===== src/rtl/gated_logic_pkg.sv =====
// -----------------------------------------------------------------------------
// gated_logic_pkg
// Shared definitions for the gated_logic_pipe block: the opcode type and its
// encodings, plus the width of the optional parity sideband.
//
// Build option: define GATED_LOGIC_PARITY_EN to carry a parity bit alongside
// each result; PAR_W is 1 in that build and 0 otherwise.
// -----------------------------------------------------------------------------
package gated_logic_pkg;

    localparam int OP_W = 2;
    typedef logic [OP_W-1:0] op_t;

    localparam op_t OP_AND  = 2'b00;
    localparam op_t OP_OR   = 2'b01;
    localparam op_t OP_XOR  = 2'b10;
    localparam op_t OP_NAND = 2'b11;

`ifdef GATED_LOGIC_PARITY_EN
    localparam int PAR_W = 1;
`else
    localparam int PAR_W = 0;
`endif

endpackage : gated_logic_pkg


===== src/rtl/logic_pipe_stage.sv =====
// -----------------------------------------------------------------------------
// logic_pipe_stage
// One pipeline register: a DW-bit data word plus its valid bit. The valid bit
// and the data word have separate load enables, so the output stage can keep
// its last valid word while a bubble passes through.
//
// Ports:
//   clk, rst_n   clock, asynchronous active-low reset
//   valid_en_i   load valid_i into the valid bit
//   data_en_i    load data_i into the data word
//   valid_i      incoming valid
//   data_i       incoming data word
//   valid_o      registered valid
//   data_o       registered data word
// -----------------------------------------------------------------------------
module logic_pipe_stage
    import gated_logic_pkg::*;
#(
    parameter int DW = 8
) (
    input  logic          clk,
    input  logic          rst_n,
    input  logic          valid_en_i,
    input  logic          data_en_i,
    input  logic          valid_i,
    input  logic [DW-1:0] data_i,
    output logic          valid_o,
    output logic [DW-1:0] data_o
);

    logic          valid_q, valid_d;
    logic [DW-1:0] data_q,  data_d;

    // NOTE: every next-state signal gets its hold value first, so no path
    // through this block leaves a variable unassigned (no latch).
    always_comb begin
        valid_d = valid_q;
        data_d  = data_q;
        if (valid_en_i) valid_d = valid_i;
        if (data_en_i)  data_d  = data_i;
    end

    // NOTE: the data word is reset as well as the valid bit: po_c must read
    // 0 out of reset, so this register cannot be left uninitialised.
    // NOTE: non-blocking assignments here so all stages update from the
    // pre-edge values of their neighbours.
    always_ff @(posedge clk or negedge rst_n) begin
        if (!rst_n) begin
            valid_q <= 1'b0;
            data_q  <= '0;
        end else begin
            valid_q <= valid_d;
            data_q  <= data_d;
        end
    end

    assign valid_o = valid_q;
    assign data_o  = data_q;

endmodule : logic_pipe_stage


===== src/rtl/gated_logic_pipe.sv =====
// -----------------------------------------------------------------------------
// gated_logic_pipe
// WIDTH-bit opcode-selectable bitwise logic unit behind a DEPTH-stage
// valid/ready pipeline, with a saturating count of delivered results.
//
// Ports:
//   clk, rst_n   clock, asynchronous active-low reset
//   pi_a, pi_b   operands (WIDTH)
//   pi_op        opcode: 00 AND, 01 OR, 10 XOR, 11 NAND
//   pi_flag      input valid strobe; accepted when pi_flag & po_rdy
//   po_rdy       block can accept input this cycle
//   pi_rdy       downstream ready
//   po_c         result (WIDTH), holds its last valid value while po_valid=0
//   po_valid     po_c valid
//   pi_clr       synchronous clear of po_cnt (wins over a transfer)
//   po_cnt       delivered-result count (CNT_W), saturating
//   po_par       even parity of po_c (only with GATED_LOGIC_PARITY_EN)
//
// Build option: GATED_LOGIC_PARITY_EN adds po_par; the parity bit is computed
// at stage 0 and travels with the data word.
// -----------------------------------------------------------------------------
module gated_logic_pipe
    import gated_logic_pkg::*;
#(
    parameter int WIDTH = 8,
    parameter int DEPTH = 2,
    parameter int CNT_W = 16
) (
    input  logic             clk,
    input  logic             rst_n,
    input  logic [WIDTH-1:0] pi_a,
    input  logic [WIDTH-1:0] pi_b,
    input  logic [1:0]       pi_op,
    input  logic             pi_flag,
    output logic             po_rdy,
    input  logic             pi_rdy,
    output logic [WIDTH-1:0] po_c,
    output logic             po_valid,
    input  logic             pi_clr,
    output logic [CNT_W-1:0] po_cnt
`ifdef GATED_LOGIC_PARITY_EN
    ,
    output logic             po_par
`endif
);

    localparam int DW = WIDTH + PAR_W;

    // ---------------------------------------------------------------- opcode
    logic [WIDTH-1:0] op_res;
    logic [DW-1:0]    s0_data;

    always_comb begin
        op_res = '0;
        case (op_t'(pi_op))
            OP_AND:  op_res = pi_a & pi_b;
            OP_OR:   op_res = pi_a | pi_b;
            OP_XOR:  op_res = pi_a ^ pi_b;
            OP_NAND: op_res = ~(pi_a & pi_b);
            default: op_res = '0;
        endcase
    end

`ifdef GATED_LOGIC_PARITY_EN
    assign s0_data = {^op_res, op_res};
`else
    assign s0_data = op_res;
`endif

    // -------------------------------------------------------------- pipeline
    // The whole pipe advances together; it only stalls when the output holds
    // a valid result that downstream is refusing.
    logic en;
    assign en     = pi_rdy | ~po_valid;
    assign po_rdy = en;

    logic [DEPTH-1:0] stage_valid;
    logic [DW-1:0]    stage_data [DEPTH];

    for (genvar k = 0; k < DEPTH; k++) begin : g_stage
        logic          in_valid;
        logic [DW-1:0] in_data;
        logic          data_en;

        if (k == 0) begin : g_first
            assign in_valid = pi_flag;
            assign in_data  = s0_data;
        end else begin : g_next
            assign in_valid = stage_valid[k-1];
            assign in_data  = stage_data[k-1];
        end

        // Inner stages may load don't-care data on bubbles; the output stage
        // only loads real results so po_c never shows garbage.
        if (k == DEPTH - 1) begin : g_last
            assign data_en = en & in_valid;
        end else begin : g_mid
            assign data_en = en;
        end

        logic_pipe_stage #(.DW(DW)) u_stage (
            .clk        (clk),
            .rst_n      (rst_n),
            .valid_en_i (en),
            .data_en_i  (data_en),
            .valid_i    (in_valid),
            .data_i     (in_data),
            .valid_o    (stage_valid[k]),
            .data_o     (stage_data[k])
        );
    end

    assign po_valid = stage_valid[DEPTH-1];
    assign po_c     = stage_data[DEPTH-1][WIDTH-1:0];
`ifdef GATED_LOGIC_PARITY_EN
    assign po_par   = stage_data[DEPTH-1][WIDTH];
`endif

    // --------------------------------------------------------------- counter
    logic             xfer;
    logic [CNT_W-1:0] cnt_q, cnt_d;

    assign xfer = po_valid & pi_rdy;

    always_comb begin
        cnt_d = cnt_q;
        if (pi_clr) begin
            cnt_d = '0;
        end else if (xfer && (cnt_q != {CNT_W{1'b1}})) begin
            cnt_d = cnt_q + CNT_W'(1);
        end
    end

    always_ff @(posedge clk or negedge rst_n) begin
        if (!rst_n) cnt_q <= '0;
        else        cnt_q <= cnt_d;
    end

    assign po_cnt = cnt_q;

endmodule : gated_logic_pipe


===== config.mk =====
export PLATFORM = sky130hd
export DESIGN_NAME = gated_logic_pipe
export DESIGN_NICKNAME = d
export VERILOG_FILES = /design/src/rtl/gated_logic_pkg.sv /design/src/rtl/logic_pipe_stage.sv /design/src/rtl/gated_logic_pipe.sv
export SDC_FILE = /design/constraint.sdc
export NUM_CORES = 1
export LEC_CHECK = 0
export ABC_CLOCK_PERIOD_IN_PS = 1900
export BUFFER_PORTS_ARGS = -buffer_cell sky130_fd_sc_hd__buf_2
export CAP_MARGIN = 20
export CORE_MARGIN = 2
export CORE_UTILIZATION = 50
export DETAILED_ROUTE_END_ITERATION = 8
export PLACE_DENSITY = 0.75
export SLEW_MARGIN = 15
export SYNTH_ARGS = -nofsm -noshare
export SYNTH_HDL_FRONTEND = slang
export SYNTH_SLANG_ARGS = --single-unit

===== constraint.sdc =====
create_clock -name clk -period 1.9 [get_ports clk]
set_input_delay 0.095 -clock clk [delete_from_list [all_inputs] [get_ports clk]]
set_output_delay 0.095 -clock clk [all_outputs]
set_load 0.01 [all_outputs]

==> impl_metrics.toml <==
[global_routing]
antenna_found_initial = 0
grtUsageTotal_pct = 19.64
grt_pass1_vias = 1617
grt_start_max_net_pins = 35
grt_overflow = 0
grt_pass1_wl_um = 6920

[detailed_routing]
drc = 0
dr.pass1.iters = 4
via_count = 1827
top_layer = "met4"
wl_per_cell_um = 12.24
via_per_inst = 5.553
wl_met1_um = 1672
route.met3.wl_um = 298
totalWireLength_um = 4026
drt_iter0_markers = 105
ant_nets = 0
wl_met2_um = 2002

[pwr]
p_leak_uw = 0.001186
finalPower_uw = 1872
ir_drop_uv = 403.5
cellPowerDensity_nw_per_um2 = 756.9

[clock_network]
cts_buffers = 5
clockBufferDepth = 2
root_buffer = "clkbuf_8"
clkSinkCount = 34
htreeDepth = 2
post_cts_buffers = 0
insertion_delay_ps = 290
cts_tree = "built"
cts.clk_slew.worst_paths_ps = 70

[timing]
report.final.slew_viol_count = 0
rsz0062_at_grt = "no"
finalCriticalPeriod_ps = 1665
finalSetupViolCount = 0
relSlewSlack_pct = 50.87
tightest_slew_ps = 737.0
setup_ws_ps = 234.5
setup_tns_ps = 0
skew_ps = 3.914
hold_viol_final = 0
max_freq_mhz = 600.4
finalCritPeriodShare_pct = 87.66

[setup_path]
r2r_end = "po_cnt[15]$_DFFE_PN0P_"
crit_arrival_ps = 1880
path_max_fanout = 6
cp_data_required_time_ps = 2110
setup.worst_path.class = "flop to flop"
timing.rr.start = "po_cnt[0]$_DFFE_PN0P_"
crit_path_end_kind = "flop"
reg2reg_depth = 5
r2r_setup_slack_ps = 230
worst_setup_path_start_kind = "flop"

[yosys]
synth_top_area_share_pct = 40.74
synth-seq-area-share_pct = 40.74
synthesis.instances = 230
syn_area_per_cell_um2 = 9.079
synthFlopType = "dfrtp_1"
synth_edf_count = 0
yosys_warnings = 0
ys_async_sr_fraction_pct = 100.0
yosys.cell_types.count = 37
syn_nets = 270
synth_top_area_cell = "dfrtp_1"
synth_area_um2 = 2088
ys_seq_elements = 34
yosys-top-cells-count = "a21oi_1 (34), dfrtp_1 (34), inv_1 (24)"
synthTopCellsByArea = "dfrtp_1 (41%), ha_1 (10%), a21oi_1 (8.1%), inv_1 (4.3%), mux2_2 (4.3%)"

[min_path]
hold-path-endpoint = "g_stage[0].u_stage.valid_o$_DFFE_PN0N_"
min_path_cells = 2
hp-start = "pi_flag"
hp-class = "input port to flop"

[placement]
dp_hpwl_um = 3028
dp_slack_ps = 245.5
gp_congestion = 0.8014
io_buffers = 48

[die]
die_height_um = 68.63
rows = 23
die_area_um2 = 4709
start_util_pct = 52.21
io_pins = 49
chipWidth_um = 68.63
coreArea_um2 = 4000

[flow_run]
max_cap_viol_count = 0

[layout]
final_net_count = 318
drive_gt1_share_pct = 26.16
area_growth_pct = 18.45
diodes = 0

[status]
status = "finished clean"
[kinds of logic after synthesis]
| kind of cell | Yosys count | share of synthesized area [%] |
|---|---|---|
| DFF | 34 | 40.74 |
| adders and majority gates | 17 | 10.19 |
| and+or+nand+nor | 69 | 18.39 |
| buffers and inverters | 35 | 7.130 |
| muxes | 11 | 5.752 |
| AOI/OAI and AO/OA | 64 | 17.79 |
[timing repair]
action,in CTS,in global routing
hold buffers,1,0
endpoints found under the hold margin,34,0
resized for setup,0,0
[sequential cells by signal, summed over array words and instances (netlist names)]
signal / cells
g_stage.u_stage.data_o: 16
po_cnt: 16
g_stage.u_stage.valid_o: 2
[where the power goes]
group | switching (uW) | internal [uW] | total [uW]
Clock | 253 | 385 | 638
Sequential | 50.3 | 820 | 870
Combinational | 196 | 168 | 364
[metrics by stage]
stage | cells | area (um^2) | hold WS [ps] | util (%)
after floorplan | 230 | 2088 | -200.6 | -
after global placement | 320 | 2355 | 205.7 | 58.87
after detailed placement | 320 | 2355 | 198.6 | 58.87
after CTS | 329 | 2474 | 47.51 | 61.84
after global routing | 329 | 2474 | 38.64 | 61.84
final | 329 | 2474 | 53.97 | 61.84
[routing by layer]
layer / track usage, % / up-vias
li1: - / 916
met1: 22.29 / 858
met2: 33.89 / 45
met3: 7.143 / 8
met4: 6.750 / 0
met5: 0 / -
[critical path, stage by stage (launching register included)]
cell	delay, ps
dfrtp_1	420
ha_1	250
nand2_1	110
o2111ai_2	170
or4_1	490
a21oi_1	150
[cell type report]
cell class | count | area (um^2)
Sequential cell | 34 | 850.8
Clock buffer | 5 | 68.82
Inverter | 24 | 90.09
Tap cell | 50 | 62.56
Multi-Input combinational cell | 161 | 1089
Clock inverter | 3 | 40.04
Timing Repair Buffer | 52 | 272.8
Fill cell | 363 | 1526
[how the worst max path moves through the flow]
stage / from / cells past startpoint / to / slack [ps]
after detailed placement: po_cnt[0]$_DFFE_PN0P_ / 5 / po_cnt[10]$_DFFE_PN0P_ / 250
final: po_cnt[0]$_DFFE_PN0P_ / 5 / po_cnt[15]$_DFFE_PN0P_ / 230
after floorplan: po_cnt[0]$_DFFE_PN0P_ / 5 / po_cnt[15]$_DFFE_PN0P_ / 300
after CTS: po_cnt[0]$_DFFE_PN0P_ / 5 / po_cnt[15]$_DFFE_PN0P_ / 220
after global placement: po_cnt[0]$_DFFE_PN0P_ / 5 / po_cnt[15]$_DFFE_PN0P_ / 280
after global routing: po_cnt[0]$_DFFE_PN0P_ / 5 / po_cnt[8]$_DFFE_PN0P_ / 90
[layout by cell type, fill, tap and decap left out, drive strengths merged, types with 2 or more instances in the layout]
cell type,Yosys,final
mux2,8,8
or4,4,4
inv,24,24
o31ai,4,4
ha,17,17
clkinv,0,2
nor2,19,19
a211oi,7,7
clkbuf,8,5
buf,2,51
nand2b,4,4
dfrtp,34,34
nand4,6,6
or3,11,11
o2111ai,2,2
nand2,11,11
nand3,5,5
o21ai,14,14
mux2i,3,3
and4,3,3
a21oi,34,34
nor4,2,2
(Power assumes the default switching activity.)
